### src/rtl/jtkonami_io_ctrl.sv
`default_nettype none
// +----------------------------------------------------------------------------+
// | Module   : jtkonami_io_ctrl                                                  |
// | Brief    : Konami 6809-class main-CPU I/O block: bank regs, sound latch/IRQ, |
// |            watchdog, coin counters and input-port read mux.                  |
// | Revision : 1.0 - initial release                                             |
// +----------------------------------------------------------------------------+
module jtkonami_io_ctrl #(
  parameter int BANKW    = 4,
  parameter int IRQ_LEN  = 8,
  parameter int WDOG_W   = 16,
  parameter int WDOG_EN  = 1,
  parameter int COIN_LEN = 4
) (
  input  logic             clk,
  input  logic             rst,
  input  logic             cpu_cen,
  input  logic             io_cs,
  input  logic [4:0]       addr,
  input  logic             rnw,
  input  logic [7:0]       cpu_dout,
  input  logic [1:0]       start_button,
  input  logic [1:0]       coin_input,
  input  logic [5:0]       joystick1,
  input  logic [5:0]       joystick2,
  input  logic             service,
  input  logic [7:0]       dipsw_a,
  input  logic [7:0]       dipsw_b,
  input  logic [3:0]       dipsw_c,
  output logic [7:0]       io_dout,
  output logic [BANKW-1:0] bank,
  output logic             video_sel,
  output logic             prio_sel,
  output logic             bank_en,
  output logic [7:0]       video_bank,
  output logic [7:0]       snd_latch,
  output logic             snd_irq,
  input  logic             snd_ack,
  output logic [1:0]       coin_cnt,
  output logic             wdog_rst
);

  localparam int c_IRQ_W  = $clog2(IRQ_LEN + 1);
  localparam int c_COIN_W = $clog2(COIN_LEN + 1);
  localparam logic [c_IRQ_W-1:0]  c_IRQ_LOAD  = c_IRQ_W'(IRQ_LEN);
  localparam logic [c_IRQ_W-1:0]  c_IRQ_ONE   = c_IRQ_W'(1);
  localparam logic [c_COIN_W-1:0] c_COIN_LOAD = c_COIN_W'(COIN_LEN);
  localparam logic [c_COIN_W-1:0] c_COIN_ONE  = c_COIN_W'(1);

  logic       w_wr;
  logic [2:0] w_sel;
  logic       w_trig;
  logic       w_kick;
  logic       w_coin_wr;
  logic [7:0] w_rd_data;

  assign w_wr      = cpu_cen & io_cs & ~rnw;
  assign w_sel     = addr[4:2];
  assign w_coin_wr = w_wr && (w_sel == 3'd2);
  assign w_trig    = w_wr && (w_sel == 3'd6);
  assign w_kick    = w_wr && (w_sel == 3'd7);

  always_ff @(posedge clk) begin
    if (rst) begin
      video_bank <= '0;
      video_sel  <= 1'b0;
      prio_sel   <= 1'b0;
      bank_en    <= 1'b0;
      bank       <= '0;
      snd_latch  <= '0;
    end else if (w_wr) begin
      case (w_sel)
        3'd3: video_bank <= cpu_dout;
        3'd4: begin
          video_sel <= cpu_dout[6];
          prio_sel  <= cpu_dout[5];
          bank_en   <= cpu_dout[4];
          bank      <= cpu_dout[BANKW-1:0];
        end
        3'd5: snd_latch <= cpu_dout;
        default: ;
      endcase
    end
  end

  // Read ports occupy A[4:3]==00, below the write-only register windows.
  always_comb begin
    w_rd_data = 8'hff;
    if (addr[4:3] == 2'b00) begin
      case (addr[2:0])
        3'd0: w_rd_data = {3'b111, start_button, service, coin_input};
        3'd1: w_rd_data = {2'b11, joystick1[5:4], joystick1[2], joystick1[3],
                           joystick1[0], joystick1[1]};
        3'd2: w_rd_data = {2'b11, joystick2[5:4], joystick2[2], joystick2[3],
                           joystick2[0], joystick2[1]};
        3'd4: w_rd_data = dipsw_a;
        3'd5: w_rd_data = dipsw_b;
        3'd6: w_rd_data = {4'hf, dipsw_c};
        default: w_rd_data = 8'hff;
      endcase
    end
  end

  always_ff @(posedge clk) begin
    if (rst) io_dout <= 8'hff;
    else if (io_cs && rnw) io_dout <= w_rd_data;
  end

  typedef enum logic [0:0] {ST_IDLE = 1'b0, ST_ACTIVE = 1'b1} irq_state_t;
  irq_state_t         r_irq_st, w_irq_st_nx;
  logic [c_IRQ_W-1:0] r_irq_cnt, w_irq_cnt_nx;

  always_ff @(posedge clk) begin
    if (rst) begin
      r_irq_st  <= ST_IDLE;
      r_irq_cnt <= '0;
    end else begin
      r_irq_st  <= w_irq_st_nx;
      r_irq_cnt <= w_irq_cnt_nx;
    end
  end

  // A trigger outranks a simultaneous acknowledge so no command is lost.
  always_comb begin
    w_irq_st_nx  = r_irq_st;
    w_irq_cnt_nx = r_irq_cnt;
    if (w_trig) begin
      w_irq_st_nx  = ST_ACTIVE;
      w_irq_cnt_nx = c_IRQ_LOAD;
    end else if (r_irq_st == ST_ACTIVE) begin
      if (snd_ack) begin
        w_irq_st_nx  = ST_IDLE;
        w_irq_cnt_nx = '0;
      end else if (cpu_cen) begin
        if (r_irq_cnt <= c_IRQ_ONE) begin
          w_irq_st_nx  = ST_IDLE;
          w_irq_cnt_nx = '0;
        end else begin
          w_irq_cnt_nx = r_irq_cnt - c_IRQ_ONE;
        end
      end
    end
  end

  assign snd_irq = (r_irq_st == ST_ACTIVE);

  for (genvar gi = 0; gi < 2; gi++) begin : g_coin
    logic                r_req;
    logic [c_COIN_W-1:0] r_cnt;
    logic                w_rise;

    assign w_rise = w_coin_wr & cpu_dout[gi] & ~r_req;

    always_ff @(posedge clk) begin
      if (rst) begin
        r_req <= 1'b0;
        r_cnt <= '0;
      end else if (cpu_cen) begin
        if (w_coin_wr) r_req <= cpu_dout[gi];
        if (w_rise) r_cnt <= c_COIN_LOAD;
        else if (r_cnt != '0) r_cnt <= r_cnt - c_COIN_ONE;
      end
    end

    assign coin_cnt[gi] = r_req | (r_cnt != '0);
  end

  if (WDOG_EN != 0) begin : g_wdog
    logic [WDOG_W-1:0] r_cnt;
    logic [WDOG_W-1:0] w_cnt_inc;
    logic              r_pulse;

    assign w_cnt_inc = r_cnt + WDOG_W'(1);

    // Reaching all-ones fires and wraps in the same tick: period is 2**W-1.
    always_ff @(posedge clk) begin
      if (rst) begin
        r_cnt   <= '0;
        r_pulse <= 1'b0;
      end else begin
        r_pulse <= 1'b0;
        if (cpu_cen) begin
          if (w_kick) begin
            r_cnt <= '0;
          end else if (&w_cnt_inc) begin
            r_cnt   <= '0;
            r_pulse <= 1'b1;
          end else begin
            r_cnt <= w_cnt_inc;
          end
        end
      end
    end

    assign wdog_rst = r_pulse;
  end else begin : g_no_wdog
    assign wdog_rst = 1'b0;
  end

endmodule
`default_nettype wire

### config.mk
export PLATFORM = sky130hd
export DESIGN_NAME = jtkonami_io_ctrl
export DESIGN_NICKNAME = d
export VERILOG_FILES = /design/src/rtl/jtkonami_io_ctrl.sv
export SDC_FILE = /design/constraint.sdc
export NUM_CORES = 1
export LEC_CHECK = 0
export BUFFER_PORTS_ARGS = -buffer_cell sky130_fd_sc_hd__buf_2
export CAP_MARGIN = 20
export CORE_MARGIN = 2
export CORE_UTILIZATION = 52
export DETAILED_ROUTE_END_ITERATION = 6
export GPL_ROUTABILITY_DRIVEN = 0
export PLACE_DENSITY_LB_ADDON = 0.15
export SYNTH_ARGS = -nofsm -noshare
export SYNTH_HDL_FRONTEND = slang
export SYNTH_SLANG_ARGS = --single-unit
### constraint.sdc
create_clock -name clk -period 3.3 [get_ports clk]
set_clock_uncertainty 0.05 [all_clocks]
set_input_delay 0 -clock clk [delete_from_list [all_inputs] [get_ports clk]]
set_output_delay 0 -clock clk [all_outputs]
set_load 0.02 [all_outputs]
==> impl_metrics.json, run 1 <==
{
  "dr.pass1.iters": 4,
  "synth_fp_nets": 451,
  "clkPwrFrac": 0.372,
  "ys_seq_area_frac": 0.377,
  "worstSetupEndpointType": "register",
  "clock_path_buffers": 2,
  "worstPathMaxFanout": 19,
  "fin_tns_setup_ns": 0,
  "cts.sinks": 61,
  "fin_crit_sh": 0.931,
  "synthFlopType": "dfxtp_1",
  "setup_violations": 0,
  "post-route-worst-setup-slack_ns": 0.229,
  "clkTransAtPathRegs_ns": 0.07,
  "finalNetCount": 549,
  "async_flop_share": 0,
  "avgRoutedWirePerCell_um": 13.7,
  "fin_crit_ns": 3.07,
  "fill_cells": 498,
  "drive_gt1_frac": 0.249,
  "drcViolationCount": 0,
  "hold_class": "input pin to register",
  "io_buffers": 90,
  "core_mm2": 0.00596,
  "ys_seq_elements": 61,
  "cp.arrival_ns": 3.25,
  "cts_max_level": 3,
  "internal_power_mw": 1.26,
  "critPathTopFamily": "compound AO/OA/AOI/OAI gates",
  "leakage_nw": 1.72,
  "rows": 28,
  "slowest_stage": "or4_1",
  "combinationalPowerShare": 0.186,
  "antenna_found_initial": 0,
  "post_cts_buffers": 0,
  "antenna_cells": 0,
  "die_w_um": 82.9,
  "r2r_slack_ns": 0.23,
  "cp_num_buf_inv": 0,
  "grt_setup_unrepaired": "no",
  "insertion_delay_ns": 0.34,
  "viasPerCell": 5.47,
  "clock-root-buffer": "clkbuf_8",
  "syn_inst": 387,
  "synth_edf_count": 0,
  "tightestPinTransition_ns": 1.00,
  "cts_resized": 0,
  "drt_iter0_drc": 92,
  "drtAntennaViolNets": 0,
  "synth_top_area_share": 0.377,
  "vias": 3092,
  "slew_viol_final": 0,
  "cts_buffers": 9,
  "crit_path_cell_trace": "ha_1 -> nand3_4 -> or4_1 -> a221oi_1 -> nand4_1 -> o21bai_4 -> nor3_1 -> a211o_1",
  "p_per_area_mw_per_mm2": 436,
  "p_sw_frac": 0.285,
  "crit_required_ns": 3.48,
  "syn_area_mm2": 0.00324,
  "hold-worst-slack_ns": 0.00835,
  "hold_buffers": 15,
  "grt_pass1_vias": 3080,
  "yosysTopAreaCell": "dfxtp_1",
  "status": "complete, no violations",
  "ys_warn_count": 0,
  "pwr-share-seq": 0.442,
  "grt_overflow": 0,
  "die_y_um": 82.9,
  "ir_drop_mv": 0.367,
  "fmax_ghz": 0.326,
  "start_util": 0.543,
  "dp_hpwl_mm": 5.40,
  "ios": 91,
  "synth_area_leaders": "dfxtp_1 (38%), mux2i_1 (9.9%), nor2_1 (5.3%), nand2_1 (4.6%), a21oi_1 (3.6%)",
  "finish.utilization": 0.681,
  "p_sw_mw": 0.505,
  "crit_path_start_kind": "register",
  "cts_tree": "yes",
  "ys_types": 50,
  "syn_to_final_growth_pct": 25.3,
  "wl_mm": 7.74,
  "worst_path_largest_cell_delay_ns": 0.52,
  "die-area_mm2": 0.00687,
  "crit_type": "register to register",
  "relSlewSlack": 0.328,
  "maxCapViolCount": 0,
  "grt_pass1_wl_mm": 13.4,
  "grt_max_degree": 40,
  "avgSynthCellArea_um2": 8.36,
  "final_hold_viol_count": 0,
  "preCtsSetupSlack_ns": 0.248,
  "grt_usage": 0.232
}
layout make-up:
| type | instances | area (µm²) | area share |
|---|---|---|---|
| clock inverter | 6 | 72.6 | 0.0179 |
| inverter | 17 | 63.8 | 0.0157 |
| timing repair buffer | 109 | 631 | 0.156 |
| tap | 75 | 93.8 | 0.0231 |
| clock buffer | 10 | 128 | 0.0315 |
| sequential | 61 | 1220 | 0.301 |
| multi-input combinational | 287 | 1850 | 0.455 |
layout by cell type (no fill, tap or decap), types with 4 or more instances in the layout:
master         instances
a21o_1                 7
a21oi_1               23
buf_2                 90
buf_4                  4
clkbuf_8               9
dfxtp_1               61
dlygate4sd3_1         15
ha_1                   8
inv_1                 16
mux2i_1               32
nand2_1               40
nand2b_1               5
nand3_1               13
nand3b_1               4
nand4_1                4
nor2_1                46
nor3_1                 9
nor3b_1                6
nor4_1                 6
o21ai_0               21
o22ai_1                8
o31ai_1                4
or4_1                  4
xor2_1                 6
per-layer routing:
metal,routed length (µm),vias to the layer above,track usage
li1,-,1570,-
met2,3800,86,0.405
met3,421,16,0.0676
met5,0,-,0
met1,3350,1420,0.265
met4,167,0,0.0894
per-stage QoR:
step           area (µm²)  total power, mW  cells
2_1_floorplan        3240             1.02    387
3_3_place_gp         3700             1.10    534
3_5_place_dp         3700             1.11    534
4_1_cts              4060             1.78    565
5_1_grt              4060             1.87    565
6_report             4060             1.77    565
kinds of logic (layout without fill, tap and decap cells):
family,Yosys count,in the layout,share of synthesized area
and+or+nand+nor,153,153,0.238
AOI/OAI and AO/OA,81,81,0.156
DFF,61,61,0.377
buffers and inverters,39,142,0.0526
muxes,37,37,0.123
adders and majority gates,8,8,0.0309
xor gates and xnor gates,8,8,0.0216
flip-flops by register name, indices dropped and copies added (netlist names):
signal,cells
g_wdog.r_cnt,16
io_dout,8
snd_latch,8
video_bank,8
g_coin.r_cnt,6
bank,4
r_irq_cnt,4
g_coin.r_req,2
bank_en,1
prio_sel,1
snd_irq,1
video_sel,1
wdog_rst,1
Yosys cell counts, types with 3 or more instances:
cell type,number
a21o_1,7
a21oi_1,23
a221oi_1,3
a31oi_1,3
and3_1,3
buf_1,3
buf_2,4
buf_4,3
clkbuf_1,11
dfxtp_1,61
ha_1,8
inv_1,16
mux2_2,3
mux2i_1,32
nand2_1,40
nand2b_1,5
nand3_1,13
nand3b_1,4
nand4_1,4
nor2_1,46
nor3_1,9
nor3b_1,6
nor4_1,6
o21ai_0,21
o22ai_1,8
o31ai_1,4
or3_1,3
or4_1,4
xor2_1,6
power groups by stage:
stage / combinational, mW / clock [mW] / sequential, mW
4_1_cts: 0.329 / 0.672 / 0.783
3_3_place_gp: 0.305 / 0 / 0.798
3_5_place_dp: 0.310 / 0 / 0.799
2_1_floorplan: 0.217 / 0 / 0.799
5_1_grt: 0.369 / 0.711 / 0.787
6_report: 0.329 / 0.658 / 0.783
final timing paths:
check | cells after the start | start | endpoint
worst max-delay path | 8 | g_wdog.r_cnt[0]$_SDFFE_PP0P_ | g_wdog.r_cnt[3]$_SDFFE_PP0P_
worst min-delay path | 4 | snd_ack | r_irq_cnt[2]$_SDFFE_PP0P_
worst max register to register | 8 | g_wdog.r_cnt[0]$_SDFFE_PP0P_ | g_wdog.r_cnt[3]$_SDFFE_PP0P_
worst min register to register | 2 | io_dout[5]$_SDFFE_PP1P_ | io_dout[5]$_SDFFE_PP1P_
tightest hold or removal path: cells and delay by family:
| family | cells | cell delay [ns] |
|---|---|---|
| buffers and inverters | 1 | 0.11 |
| AND/OR/NAND/NOR | 1 | 0.04 |
| AO/OA/AOI/OAI | 2 | 0.19 |
No activity file was read; power rests on OpenSTA's default activity.
==> run 2: changes to the inputs <==
--- a/config.mk
+++ b/config.mk
@@ -8,7 +8,8 @@
 export BUFFER_PORTS_ARGS = -buffer_cell sky130_fd_sc_hd__buf_2
 export CAP_MARGIN = 20
 export CORE_MARGIN = 2
-export CORE_UTILIZATION = 52
+export CORE_UTILIZATION = 56
+export CTS_BUF_LIST = sky130_fd_sc_hd__clkbuf_16
 export DETAILED_ROUTE_END_ITERATION = 6
 export GPL_ROUTABILITY_DRIVEN = 0
 export PLACE_DENSITY_LB_ADDON = 0.15
==> constraint.sdc (replaced) <==
create_clock -name clk -period 3.9 [get_ports clk]
set_clock_uncertainty 0.05 [all_clocks]
set_input_delay 0 -clock clk [delete_from_list [all_inputs] [get_ports clk]]
set_output_delay 0 -clock clk [all_outputs]
set_load 0.02 [all_outputs]
==> run 2 against run 1 <==
Effect of this change: first-iteration DRC count rose to 2.8 times the previous value; highest routed layer unchanged; total power is 1.7% higher; sequential share of layout area decreased by 0.78 points; flip-flop and latch count stayed put; critical path depth stayed put; sequential power is 15% lower; combinational power decreased by 14%; via count rose by 0.26%; die area decreased by 6.8%.
==> impl_metrics.json, run 2 (same netlist as run 1, synthesis figures left out) <==
{
  "status": "complete, no violations",
  "drcViolationCount": 0,
  "die_y_um": 80.0,
  "clkPwrFrac": 0.474,
  "clkTransAtPathRegs_ns": 0.05,
  "fin_tns_setup_ns": 0,
  "leakage_nw": 1.76,
  "critPathTopFamily": "compound AO/OA/AOI/OAI gates",
  "internal_power_mw": 1.33,
  "grt_usage": 0.256,
  "layoutNonFillerInstCount": 560,
  "clock_path_buffers": 2,
  "drt_iter0_drc": 255,
  "worstPathMaxFanout": 19,
  "fin_crit_ns": 3.06,
  "dp_cells": 528,
  "insertion_delay_ns": 0.33,
  "io_buffers": 90,
  "combinationalPowerShare": 0.157,
  "grt_pass1_vias": 2827,
  "finalNetCount": 547,
  "vias": 3100,
  "cts_buffers": 9,
  "grt_pass1_wl_mm": 12.9,
  "p_sw_mw": 0.467,
  "rows": 27,
  "cp_num_buf_inv": 0,
  "antenna_cells": 0,
  "crit_path_cell_trace": "ha_1 -> nand3_4 -> or4_1 -> a221oi_1 -> nand4_1 -> o21bai_4 -> nor3_1 -> a211o_1",
  "ios": 91,
  "fin_crit_sh": 0.785,
  "post_cts_buffers": 0,
  "final_hold_viol_count": 0,
  "pwr-share-seq": 0.370,
  "slew_viol_final": 0,
  "clock-root-buffer": "clkbuf_16",
  "p_per_area_mw_per_mm2": 432,
  "cts.sinks": 61,
  "dr.pass1.iters": 4,
  "hold_class": "input pin to register",
  "ir_drop_mv": 0.320,
  "setup_violations": 0,
  "fmax_ghz": 0.327,
  "cts_max_level": 3,
  "final_common_cell": "buf_2",
  "antenna_found_initial": 0,
  "drtAntennaViolNets": 0,
  "avgRoutedWirePerCell_um": 14.2,
  "crit_required_ns": 4.06,
  "wl_mm": 7.98,
  "worstSetupEndpointType": "register",
  "p_sw_frac": 0.259,
  "die-area_mm2": 0.00640,
  "viasPerCell": 5.54,
  "largest_reg_flops": 16,
  "crit_type": "register to register",
  "cp.arrival_ns": 3.23,
  "worst_path_largest_cell_delay_ns": 0.53,
  "relSlewSlack": 0.302,
  "top_register": "g_wdog.r_cnt",
  "die_w_um": 80.0,
  "grt_overflow": 0,
  "slowest_stage": "or4_1",
  "finish.utilization": 0.751,
  "start_util": 0.584,
  "grt_setup_unrepaired": "no",
  "drive_gt1_frac": 0.246,
  "crit_path_start_kind": "register",
  "final_cell_mix": "buf_2 (90), dfxtp_1 (61), nor2_1 (46)",
  "syn_to_final_growth_pct": 28.6,
  "maxCapViolCount": 0,
  "dp_hpwl_mm": 5.38,
  "core_mm2": 0.00554,
  "tightestPinTransition_ns": 1.04,
  "grt_max_degree": 41,
  "cts_tree": "yes"
}
## run 2: timing repair
item                                    in CTS  in global routing
resized for setup                            0                  0
hold buffers                                16                  0
endpoints found under the setup margin       0                  0
endpoints found under the hold margin       28                  0
## run 2: metal layers
metal	up-vias	global-route usage	wire, µm
li1	1570	-	-
met1	1451	0.316	3420
met2	65	0.434	4140
met3	14	0.0475	300
met4	0	0.107	116
met5	-	0	0
## run 2: worst min-delay path: cells and delay by family
kind | cells | cell delay, ns
and+or+nand+nor | 1 | 0.04
AOI/OAI and AO/OA | 2 | 0.19
buffers and inverters | 1 | 0.10
## run 2: layout make-up
type | count | area (µm²)
multi-input cells | 287 | 1850
inverters | 17 | 63.8
clock inverters | 7 | 98.8
repair buffers | 107 | 618
clock buffers | 9 | 225
fillers | 426 | 1380
flip-flops and latches | 61 | 1220
well taps | 72 | 90.1
## run 2: worst paths after layout
| check | depth (start not counted) | slack, ns | end | start |
|---|---|---|---|---|
| worst min register to register | 2 | 0.43 | g_wdog.r_cnt[15]$_SDFFE_PP0P_ | g_wdog.r_cnt[15]$_SDFFE_PP0P_ |
| worst min-delay path | 4 | 0.02 | r_irq_cnt[2]$_SDFFE_PP0P_ | snd_ack |
| worst max-delay path | 8 | 0.84 | g_wdog.r_cnt[3]$_SDFFE_PP0P_ | g_wdog.r_cnt[0]$_SDFFE_PP0P_ |
| worst max register to register | 8 | 0.84 | g_wdog.r_cnt[3]$_SDFFE_PP0P_ | g_wdog.r_cnt[0]$_SDFFE_PP0P_ |
## run 2: power by group through the flow
stage,combinational (mW),clock (mW),sequential (mW)
floorplan,0.184,0,0.676
global placement,0.256,0,0.675
detailed placement,0.266,0,0.677
CTS,0.282,0.867,0.665
global route,0.322,0.895,0.669
finish,0.282,0.852,0.665
## run 2: per-stage QoR
step | power (mW) | area (µm²) | setup slack, ns | hold WS, ns
after floorplan | 0.860 | 3240 | 1.31 | 0.0939
after global placement | 0.931 | 3680 | 0.986 | 0.201
after detailed placement | 0.943 | 3680 | 0.874 | 0.216
after CTS | 1.81 | 4160 | 0.829 | 0.00527
after global routing | 1.89 | 4160 | 0.685 | 0.0843
final | 1.80 | 4160 | 0.837 | 0.0165
